`config.mk`:
```
export PLATFORM = sky130hd
export DESIGN_NAME = vending_customer
export DESIGN_NICKNAME = d
export VERILOG_FILES = /design/src/rtl/vending_customer_pkg.sv /design/src/rtl/vending_customer_coin_valuer.sv /design/src/rtl/vending_customer.sv
export SDC_FILE = /design/constraint.sdc
export NUM_CORES = 1
export LEC_CHECK = 0
export CORE_MARGIN = 10
export CORE_UTILIZATION = 45
export CTS_BUF_LIST = sky130_fd_sc_hd__clkbuf_2 sky130_fd_sc_hd__clkbuf_4 sky130_fd_sc_hd__clkbuf_8
export DETAILED_ROUTE_END_ITERATION = 8
export PLACE_DENSITY = 0.76
export SKIP_LAST_GASP = 1
export SYNTH_ARGS = -nofsm -noshare
export SYNTH_HDL_FRONTEND = slang
export SYNTH_SLANG_ARGS = --single-unit
export TNS_END_PERCENT = 30
```
`constraint.sdc`:
```
create_clock -name clk -period 10.6 [get_ports clk]
set_input_delay 3.18 -clock clk [delete_from_list [all_inputs] [get_ports clk]]
set_output_delay 3.18 -clock clk [all_outputs]
set_load 0.01 [all_outputs]
```
`src/rtl/vending_customer_pkg.sv`:
```
// Shared codes and constants for the vending machine customer agent.
// Service/item/coin encodings match the machine's coin/item interface.
package vending_customer_pkg;

    typedef enum logic [1:0] {
        SVC_OFF  = 2'b00,
        SVC_ON   = 2'b01,
        SVC_BUSY = 2'b10
    } svc_t;

    typedef enum logic [1:0] {
        ITEM_NONE = 2'b00,
        ITEM_A    = 2'b01,
        ITEM_B    = 2'b10,
        ITEM_C    = 2'b11
    } item_t;

    typedef enum logic [1:0] {
        COIN_50 = 2'd0,
        COIN_10 = 2'd1,
        COIN_5  = 2'd2,
        COIN_1  = 2'd3
    } coin_t;

    localparam int COIN_VAL_50 = 50;
    localparam int COIN_VAL_10 = 10;
    localparam int COIN_VAL_5  = 5;
    localparam int COIN_VAL_1  = 1;

    localparam int DEF_COST_A = 8;
    localparam int DEF_COST_B = 15;
    localparam int DEF_COST_C = 22;

    typedef enum logic [2:0] {
        ST_IDLE      = 3'd0,
        ST_WAIT_ON   = 3'd1,
        ST_WAIT_BUSY = 3'd2,
        ST_WAIT_OFF  = 3'd3,
        ST_CHECK     = 3'd4
    } state_t;

    // Cost of a requested item; NONE costs nothing.
    function automatic logic [9:0] item_cost(input logic [1:0] item,
                                             input int cost_a,
                                             input int cost_b,
                                             input int cost_c);
        case (item)
            ITEM_A:  return 10'(cost_a);
            ITEM_B:  return 10'(cost_b);
            ITEM_C:  return 10'(cost_c);
            default: return 10'd0;
        endcase
    endfunction

endpackage

```
`src/rtl/vending_customer_coin_valuer.sv`:
```
// Combinational NTD value of a set of coin counts (50/10/5/1).
// Wide enough that 3-bit counts never overflow (max 7*66 = 462).
module coin_valuer
    import vending_customer_pkg::*;
#(
    parameter int CW = 2
) (
    input  logic [CW-1:0] n50,
    input  logic [CW-1:0] n10,
    input  logic [CW-1:0] n5,
    input  logic [CW-1:0] n1,
    output logic [9:0]    value
);

    assign value = 10'(COIN_VAL_50 * n50 + COIN_VAL_10 * n10 +
                       COIN_VAL_5 * n5 + COIN_VAL_1 * n1);

endmodule

```
`src/rtl/vending_customer.sv`:
```
// Customer-side agent for the vending machine: issues one purchase per
// start pulse, follows ON->BUSY->OFF, and checks delivered item/change.
module vending_customer
    import vending_customer_pkg::*;
#(
    parameter int COST_A  = DEF_COST_A,
    parameter int COST_B  = DEF_COST_B,
    parameter int COST_C  = DEF_COST_C,
    parameter int TIMEOUT = 200
) (
    input  logic       clk,
    input  logic       reset,
    input  logic       start,
    input  logic [1:0] req_item,
    input  logic [1:0] req_n50,
    input  logic [1:0] req_n10,
    input  logic [1:0] req_n5,
    input  logic [1:0] req_n1,
    input  logic [1:0] svc_in,
    input  logic [1:0] item_in,
    input  logic [2:0] chg_n50,
    input  logic [2:0] chg_n10,
    input  logic [2:0] chg_n5,
    input  logic [2:0] chg_n1,
    output logic [1:0] coin_n50,
    output logic [1:0] coin_n10,
    output logic [1:0] coin_n5,
    output logic [1:0] coin_n1,
    output logic [1:0] item_req,
    output logic       busy,
    output logic       done,
    output logic       err,
    output logic       timeout,
    output logic [7:0] paid_value,
    output logic [9:0] change_value,
    output logic [1:0] got_item,
    output logic [7:0] txn_count
);

    localparam logic [7:0] WD_LAST = 8'(TIMEOUT - 1);

    state_t     state, state_next;
    logic [7:0] wd;
    logic [1:0] item_q, n50_q, n10_q, n5_q, n1_q;
    logic [9:0] paid_q, cost_q;
    logic [9:0] paid_calc, chg_calc;
    logic       accept, capture, wd_abort, proto_err, check_ok, wd_hit, in_wait;

    coin_valuer #(.CW(2)) u_paid (
        .n50   (req_n50),
        .n10   (req_n10),
        .n5    (req_n5),
        .n1    (req_n1),
        .value (paid_calc)
    );

    coin_valuer #(.CW(3)) u_change (
        .n50   (chg_n50),
        .n10   (chg_n10),
        .n5    (chg_n5),
        .n1    (chg_n1),
        .value (chg_calc)
    );

    assign in_wait = (state == ST_WAIT_ON) || (state == ST_WAIT_BUSY) ||
                     (state == ST_WAIT_OFF);
    assign wd_hit  = in_wait && (wd == WD_LAST);

    always_ff @(posedge clk) begin
        if (!reset) state <= ST_IDLE;
        else        state <= state_next;
    end

    // A machine event in the same cycle as watchdog expiry wins.
    always_comb begin
        state_next = state;
        accept     = 1'b0;
        capture    = 1'b0;
        wd_abort   = 1'b0;
        proto_err  = 1'b0;
        item_req   = ITEM_NONE;
        coin_n50   = 2'd0;
        coin_n10   = 2'd0;
        coin_n5    = 2'd0;
        coin_n1    = 2'd0;
        case (state)
            ST_IDLE: begin
                if (start && (req_item != ITEM_NONE)) begin
                    accept     = 1'b1;
                    state_next = ST_WAIT_ON;
                end
            end
            ST_WAIT_ON: begin
                if (svc_in == SVC_ON) begin
                    item_req   = item_q;
                    coin_n50   = n50_q;
                    coin_n10   = n10_q;
                    coin_n5    = n5_q;
                    coin_n1    = n1_q;
                    state_next = ST_WAIT_BUSY;
                end else if (wd_hit) begin
                    wd_abort   = 1'b1;
                    state_next = ST_IDLE;
                end
            end
            ST_WAIT_BUSY: begin
                if (svc_in == SVC_BUSY) begin
                    state_next = ST_WAIT_OFF;
                end else if (svc_in == SVC_OFF) begin
                    proto_err  = 1'b1;
                    state_next = ST_IDLE;
                end else if (wd_hit) begin
                    wd_abort   = 1'b1;
                    state_next = ST_IDLE;
                end
            end
            ST_WAIT_OFF: begin
                if (svc_in == SVC_OFF) begin
                    capture    = 1'b1;
                    state_next = ST_CHECK;
                end else if (wd_hit) begin
                    wd_abort   = 1'b1;
                    state_next = ST_IDLE;
                end
            end
            ST_CHECK: state_next = ST_IDLE;
            default:  state_next = ST_IDLE;
        endcase
    end

    // NONE is a legal refund (underpayment or no change available).
    always_comb begin
        check_ok = 1'b0;
        if ((got_item == item_q) && (paid_q >= cost_q))
            check_ok = (change_value == paid_q - cost_q);
        else if (got_item == ITEM_NONE)
            check_ok = (change_value == paid_q);
    end

    always_ff @(posedge clk) begin
        if (!reset) begin
            wd           <= 8'd0;
            item_q       <= ITEM_NONE;
            n50_q        <= 2'd0;
            n10_q        <= 2'd0;
            n5_q         <= 2'd0;
            n1_q         <= 2'd0;
            paid_q       <= 10'd0;
            cost_q       <= 10'd0;
            change_value <= 10'd0;
            got_item     <= ITEM_NONE;
            done         <= 1'b0;
            err          <= 1'b0;
            timeout      <= 1'b0;
            txn_count    <= 8'd0;
        end else begin
            done <= 1'b0;
            if (state_next != state) wd <= 8'd0;
            else if (in_wait)        wd <= wd + 8'd1;

            if (accept) begin
                item_q <= req_item;
                n50_q  <= req_n50;
                n10_q  <= req_n10;
                n5_q   <= req_n5;
                n1_q   <= req_n1;
                paid_q <= paid_calc;
                cost_q <= item_cost(req_item, COST_A, COST_B, COST_C);
            end

            if (capture) begin
                got_item     <= item_in;
                change_value <= chg_calc;
            end

            if (state == ST_CHECK) begin
                done <= 1'b1;
                if (txn_count != 8'hFF) txn_count <= txn_count + 8'd1;
                if (!check_ok) err <= 1'b1;
            end

            if (wd_abort) begin
                timeout <= 1'b1;
                err     <= 1'b1;
            end
            if (proto_err) err <= 1'b1;
        end
    end

    assign busy       = (state != ST_IDLE);
    assign paid_value = paid_q[7:0];

endmodule

```
==> flow_summary.ini, run 1 <==
[run_status]
status = finished clean

[sta]
hold_violations = 0
finalSetupViolCount = 0
maxSlewHeadroom_pct = 60.9
finClkSkew_ns = 0.00719
worst_slew_pin_slew_ns = 0.587
hold_ws_ns = 0.463
post-route-period-util_pct = 78.1
setup_ws_ns = 2.32
maxSlewViolCount = 0
period_minus_slack_ns = 8.28
fin_tns_setup_ns = 0
max_freq_mhz = 121
rsz0062_at_grt = no

[synthesis]
synth_flop_cell = dfxtp_1
yosysSeqAreaShare_pct = 26.1
ys_top_cells_by_area = dfxtp_1 (26%), ha_1 (14%), nand2_1 (5.7%)
synth_edf_count = 0
synth-seq-cells = 58
syn_inst = 537
yosysTopAreaCell = dfxtp_1
syn-num-nets = 627
synth_warnings = 0
async_flop_share_pct = 0
netlist_area_sq_um = 4440
synth_cell_types = 56
yosys.area.top_type_share_pct = 26.1
avgSynthCellArea_sq_um = 8.27

[worst_setup_path]
slowest_delay_ns = 0.53
r2r-start = state[0]
start_kind = input port
path_class = input port to primary output
crit_arrival_ns = 5.10
cp-end-kind = primary output
timing.rr.end = wd[2]
r2r_slack_ns = 8.29
cp_max_fo = 10
crit_slowest_cell = clkdlybuf4s50_1
crit_buf_inv = 2
crit_top_cell = clkdlybuf4s50_1
rr_worst_depth = 6
crit_chain = clkdlybuf4s50_1 -> nor2_1 -> and4b_1 -> and2_1 -> clkdlybuf4s50_1
required_ns = 7.42
crit_family = buffers and inverters

[floorplan]
die_h_microns = 119
start_util_pct = 45.9
io_pins = 71
row_count = 36
dieWidth_microns = 119
die-area_sq_um = 14200
coreArea_sq_um = 9680

[cts]
cts_resized = 0
cts_setup_buffers = 0
holdBufCountCts = 0
cts-htree-levels = 3
numCtsBuffers = 9
root_buffer = clkbuf_8
ctsLongestPathBuffers = 2
cts_tree = built
clk_latency_ns = 0.34
cts_sinks = 58
cts.clk_slew.worst_paths_ns = 0.06

[route]
ant_nets = 0
via_count = 3814
top_layer = met4
wl_met3_microns = 631
wl_met2_mm = 4.89
wl_met1_mm = 4.54
wl_per_cell_microns = 14.1
viasPerCell = 5.22
route.detailed.drc = 0
dr.pass1.iters = 4
drt-initial-drc-count = 204
wl_mm = 10.3

[layout]
diodes = 0
nets = 683
drive_above_1_share_pct = 4.19
finalInstanceArea_sq_um = 5390
multi_input_area_sq_um = 2990
postLayoutCoreUtil_pct = 55.7
fill_cells = 879
syn_to_final_growth_pct = 21.4
seqCellArea_sq_um = 1160

[place]
dpl_worst_slack_ns = 2.31
place_area_sq_um = 5190
io_buffer_count = 70
dp_hpwl_mm = 7.93
gp_congestion = 0.868

[worst_hold_path]
hold_class = flop to flop
hold_path_end = n10_q[1]
hp-start = n10_q[1]
whs_path_depth = 2

[grt]
antenna_found_initial = 0
grt_pass1_wl_mm = 18.0
grt_pass1_vias = 3834
overflow = 0
grt_max_degree = 57
grtUsageTotal_pct = 15.0

[power_and_ir_drop]
p_per_area_nw_per_um2 = 128
ir_drop_v = 0.0000756
p_leak_nw = 2.32

[job]
drv_cap = 0
[worst reg2reg max path: cells and delay by family (launching register included)]
kind             cells  cell delay, ns
AND/OR/NAND/NOR      5            1.66
flip-flops           1            0.46
AO/OA/AOI/OAI        1            0.08
[worst max-delay path by stage]
stage,from,to,slack (ns),cells past startpoint
final,svc_in[1],item_req[0],2.32,5
after floorplan,svc_in[0],coin_n10[0],3.40,4
after detailed placement,svc_in[1],coin_n5[0],2.31,5
after global routing,svc_in[1],coin_n1[0],2.18,5
after global placement,svc_in[1],item_req[1],2.35,5
after CTS,svc_in[1],item_req[1],2.31,5
[layer usage]
metal  up-vias  GRT usage (%)
met4         0           5.66
met5         -              0
li1       1938              -
met3        16           4.30
met1      1771           17.9
met2        89           24.9
[metrics by stage]
step / total power (W) / instances
floorplan: 0.000424 / 537
CTS: 0.000699 / 730
global placement: 0.000474 / 715
finish: 0.000691 / 730
global route: 0.000744 / 730
detailed placement: 0.000481 / 715
[Yosys cell counts (5+ instances only)]
cell type  instances
o21ai_0           17
and2_1            24
a21boi_0          21
nand2_1           68
nand3_1           14
xnor2_1           29
nand4_1            6
buf_4              8
fa_1              10
or3_1              6
a21oi_1           20
nor2b_1            6
dfxtp_1           58
ha_1              51
a21o_1             7
xor2_1            18
buf_2              5
a31oi_1            7
nor2_1            33
inv_1             42
clkbuf_1          14
nor3_1             6
[final cells by class]
| cell class | count | area share, % |
|---|---|---|
| multi-input combinational | 410 | 55.3 |
| sequential | 58 | 21.5 |
| inverter | 42 | 2.92 |
| clock buffer | 13 | 3.20 |
| timing repair buffer | 72 | 13.3 |
| tap | 133 | 3.09 |
| clock inverter | 2 | 0.650 |
[power breakdown]
part           internal, W  switching (W)
registers         0.000226      0.0000105
clock network     0.000129      0.0000840
logic             0.000114       0.000128
total             0.000469       0.000223
[flip-flops by register name (all words and copies together), names as in the netlist]
name,cells
cost_q,4
wd,8
n1_q,2
n5_q,2
n10_q,2
got_item,2
err,1
txn_count,8
change_value,10
item_q,2
timeout,1
state,3
done,1
n50_q,2
paid_q,10
[cell families after synthesis]
kind of cell | after synthesis | synth area share (%)
buf+inv | 69 | 6.65
simple gates | 193 | 21.9
flops | 58 | 26.1
compound gates | 106 | 16.5
fa+ha+maj | 61 | 18.9
mux | 3 | 0.676
xor+xnor | 47 | 9.27
[layout by cell type (no fill, tap or decap), types with 4 or more instances in the layout]
cell	netlist	routed
or3_1	6	6
nor3b_1	4	4
a21o_1	7	7
o21bai_1	4	4
o211a_1	4	4
xnor2_1	29	29
and3_1	4	4
o21ai_0	17	17
a21boi_0	21	21
a211oi_1	4	4
nand4_1	6	6
o31a_1	4	4
a31oi_1	7	7
xor2_1	18	18
nor2_1	33	33
dfxtp_1	58	58
o211ai_1	4	4
and2_1	24	24
nand2_1	68	68
nor3_1	6	6
nor4_1	4	4
a21oi_1	20	20
ha_1	51	51
clkdlybuf4s50_1	0	70
nor2b_1	6	6
nand3_1	14	14
fa_1	10	10
clkbuf_8	0	12
inv_1	42	42
Power figures use the tool's default switching activity.
==> run 2: changes to the inputs <==
Settings changed: PLACE_DENSITY 0.76 to 0.79.
Clock period 10.6 ns to 6.95 ns, I/O delays scaled along.
==> run 2 against run 1 <==
  * Final area fell by 0.30%
  * Final cell count fell by 0.14%
  * Critical endpoint is now coin_n5[0]
  * Worst hold slack got worse by 0.0042 ns
  * Clock-buffer cell count fell by 2
  * Register-to-register slack got worse by 3.7 ns
  * Sequential power rose by 52%
  * Sequential share of layout area rose by 0.065 points
==> flow_summary.ini, run 2 (synthesis gave the netlist of run 1 again) <==
[run_status]
status = finished clean

[layout]
diodes = 0
layout_common_cells = clkdlybuf4s50_1 (70), nand2_1 (68), dfxtp_1 (58)
reg_top3 = change_value: 10 flops, paid_q: 10 flops
finalInstanceArea_sq_um = 5380
layout.cells.non_filler = 729
drive_above_1_share_pct = 4.03
nets = 683
syn_to_final_growth_pct = 21.1
final_common_cell = clkdlybuf4s50_1

[job]
drv_cap = 0

[floorplan]
io_pins = 71
dieWidth_microns = 119
row_count = 36
coreArea_sq_um = 9680
die_h_microns = 119
start_util_pct = 45.9
die-area_sq_um = 14200

[worst_setup_path]
slowest_delay_ns = 0.53
r2r-start = state[0]
cp_max_fo = 10
rr_worst_depth = 6
crit_family = buffers and inverters
start_kind = input port
cp-end-kind = primary output
crit_top_cell = clkdlybuf4s50_1
crit_arrival_ns = 3.99
required_ns = 4.87
crit_cells = 5
crit_slowest_cell = clkdlybuf4s50_1
crit_path_start = svc_in[1]
path_class = input port to primary output
crit_chain = clkdlybuf4s50_1 -> nor2_1 -> and4b_1 -> and2_1 -> clkdlybuf4s50_1
crit_buf_inv = 2

[route]
route.detailed.drc = 0
ant_nets = 0
via_count = 3827
wl_mm = 10.5
viasPerCell = 5.25
wl_per_cell_microns = 14.4
dr.pass1.iters = 5
drt-initial-drc-count = 216

[grt]
antenna_found_initial = 0
met2_usage_pct = 24.9
grt_max_degree = 57
grt_pass1_wl_mm = 17.7
top_usage_layer = met2
grtUsageTotal_pct = 14.7
grt_use_met1_pct = 17.7
use_met3_pct = 4.25
grt_pass1_vias = 3789
overflow = 0

[worst_hold_path]
hold_class = flop to flop
hp-start = n50_q[1]
whs_path_depth = 2

[sta]
maxSlewHeadroom_pct = 60.6
maxSlewViolCount = 0
hold_violations = 0
worst_slew_pin_slew_ns = 0.591
fin_tns_setup_ns = 0
finalSetupViolCount = 0
period_minus_slack_ns = 6.08
post-route-period-util_pct = 87.5
rsz0062_at_grt = no
max_freq_mhz = 164
finClkSkew_ns = 0.00825

[cts]
cts-htree-levels = 3
cts_resized = 0
ctsLongestPathBuffers = 2
cts.clk_slew.worst_paths_ns = 0.06
root_buffer = clkbuf_8
numCtsBuffers = 9
holdBufCountCts = 0
cts_tree = built
cts_sinks = 58
cts_setup_buffers = 0
clk_latency_ns = 0.33

[place]
dp_cells = 715
place_area_sq_um = 5190
gp_congestion = 0.873
io_buffer_count = 70
dp_hpwl_mm = 8.03

[power_and_ir_drop]
p_leak_nw = 2.31
ir_drop_v = 0.000115
p_per_area_nw_per_um2 = 194
-- run 2: changes by cell type in the layout (fill, tap and decap cells not counted) --
cell / previous run / this run
clkinv_2: 1 / 2
clkbuf_4: 1 / 0
clkbuf_8: 12 / 11
-- run 2: worst paths after layout --
kind	end	slack [ns]
setup / recovery	coin_n5[0]	0.87
hold / removal	n50_q[1]	0.46
setup reg to reg	wd[7]	4.62
hold reg to reg	n50_q[1]	0.46
-- run 2: area by class of cell --
type                    instances  area [sq um]
fillers                       882          4310
multi-input cells             410          2990
flip-flops and latches         58          1160
repair buffers                 72           716
well taps                     133           166
inverters                      42           158
clock buffers                  11           151
clock inverters                 3          40.0
-- run 2: through the flow --
step / worst slack [ns] / util, % / power, W / hold slack [ns]
global placement: 0.892 / 53.6 / 0.000722 / 0.447
detailed placement: 0.847 / 53.6 / 0.000736 / 0.456
global route: 0.701 / 55.5 / 0.00112 / 0.488
CTS: 0.837 / 55.5 / 0.00105 / 0.464
floorplan: 1.83 / - / 0.000646 / 0.439
finish: 0.870 / 55.5 / 0.00104 / 0.459
-- run 2: worst reg2reg max path, cell delays in order, from the launching register on --
cell and delay, ns:
dfxtp_1 0.48, or3_1 0.48, or3b_2 0.74, nand2_1 0.14, a21oi_1 0.07, nand2_1 0.21
nor2_1 0.09
-- run 2: report_power, final --
group	leakage [nW]	internal (W)	switching, W
clock	0.101	0.000180	0.000127
sequential	0.471	0.000345	0.0000160
combinational	1.74	0.000174	0.000199
-- run 2: metal layers --
metal | vias to the layer above | part of all wire (%)
met5 | - | 0
met4 | 0 | 1.1
met3 | 13 | 5.6
met2 | 96 | 48
met1 | 1772 | 45
li1 | 1946 | -
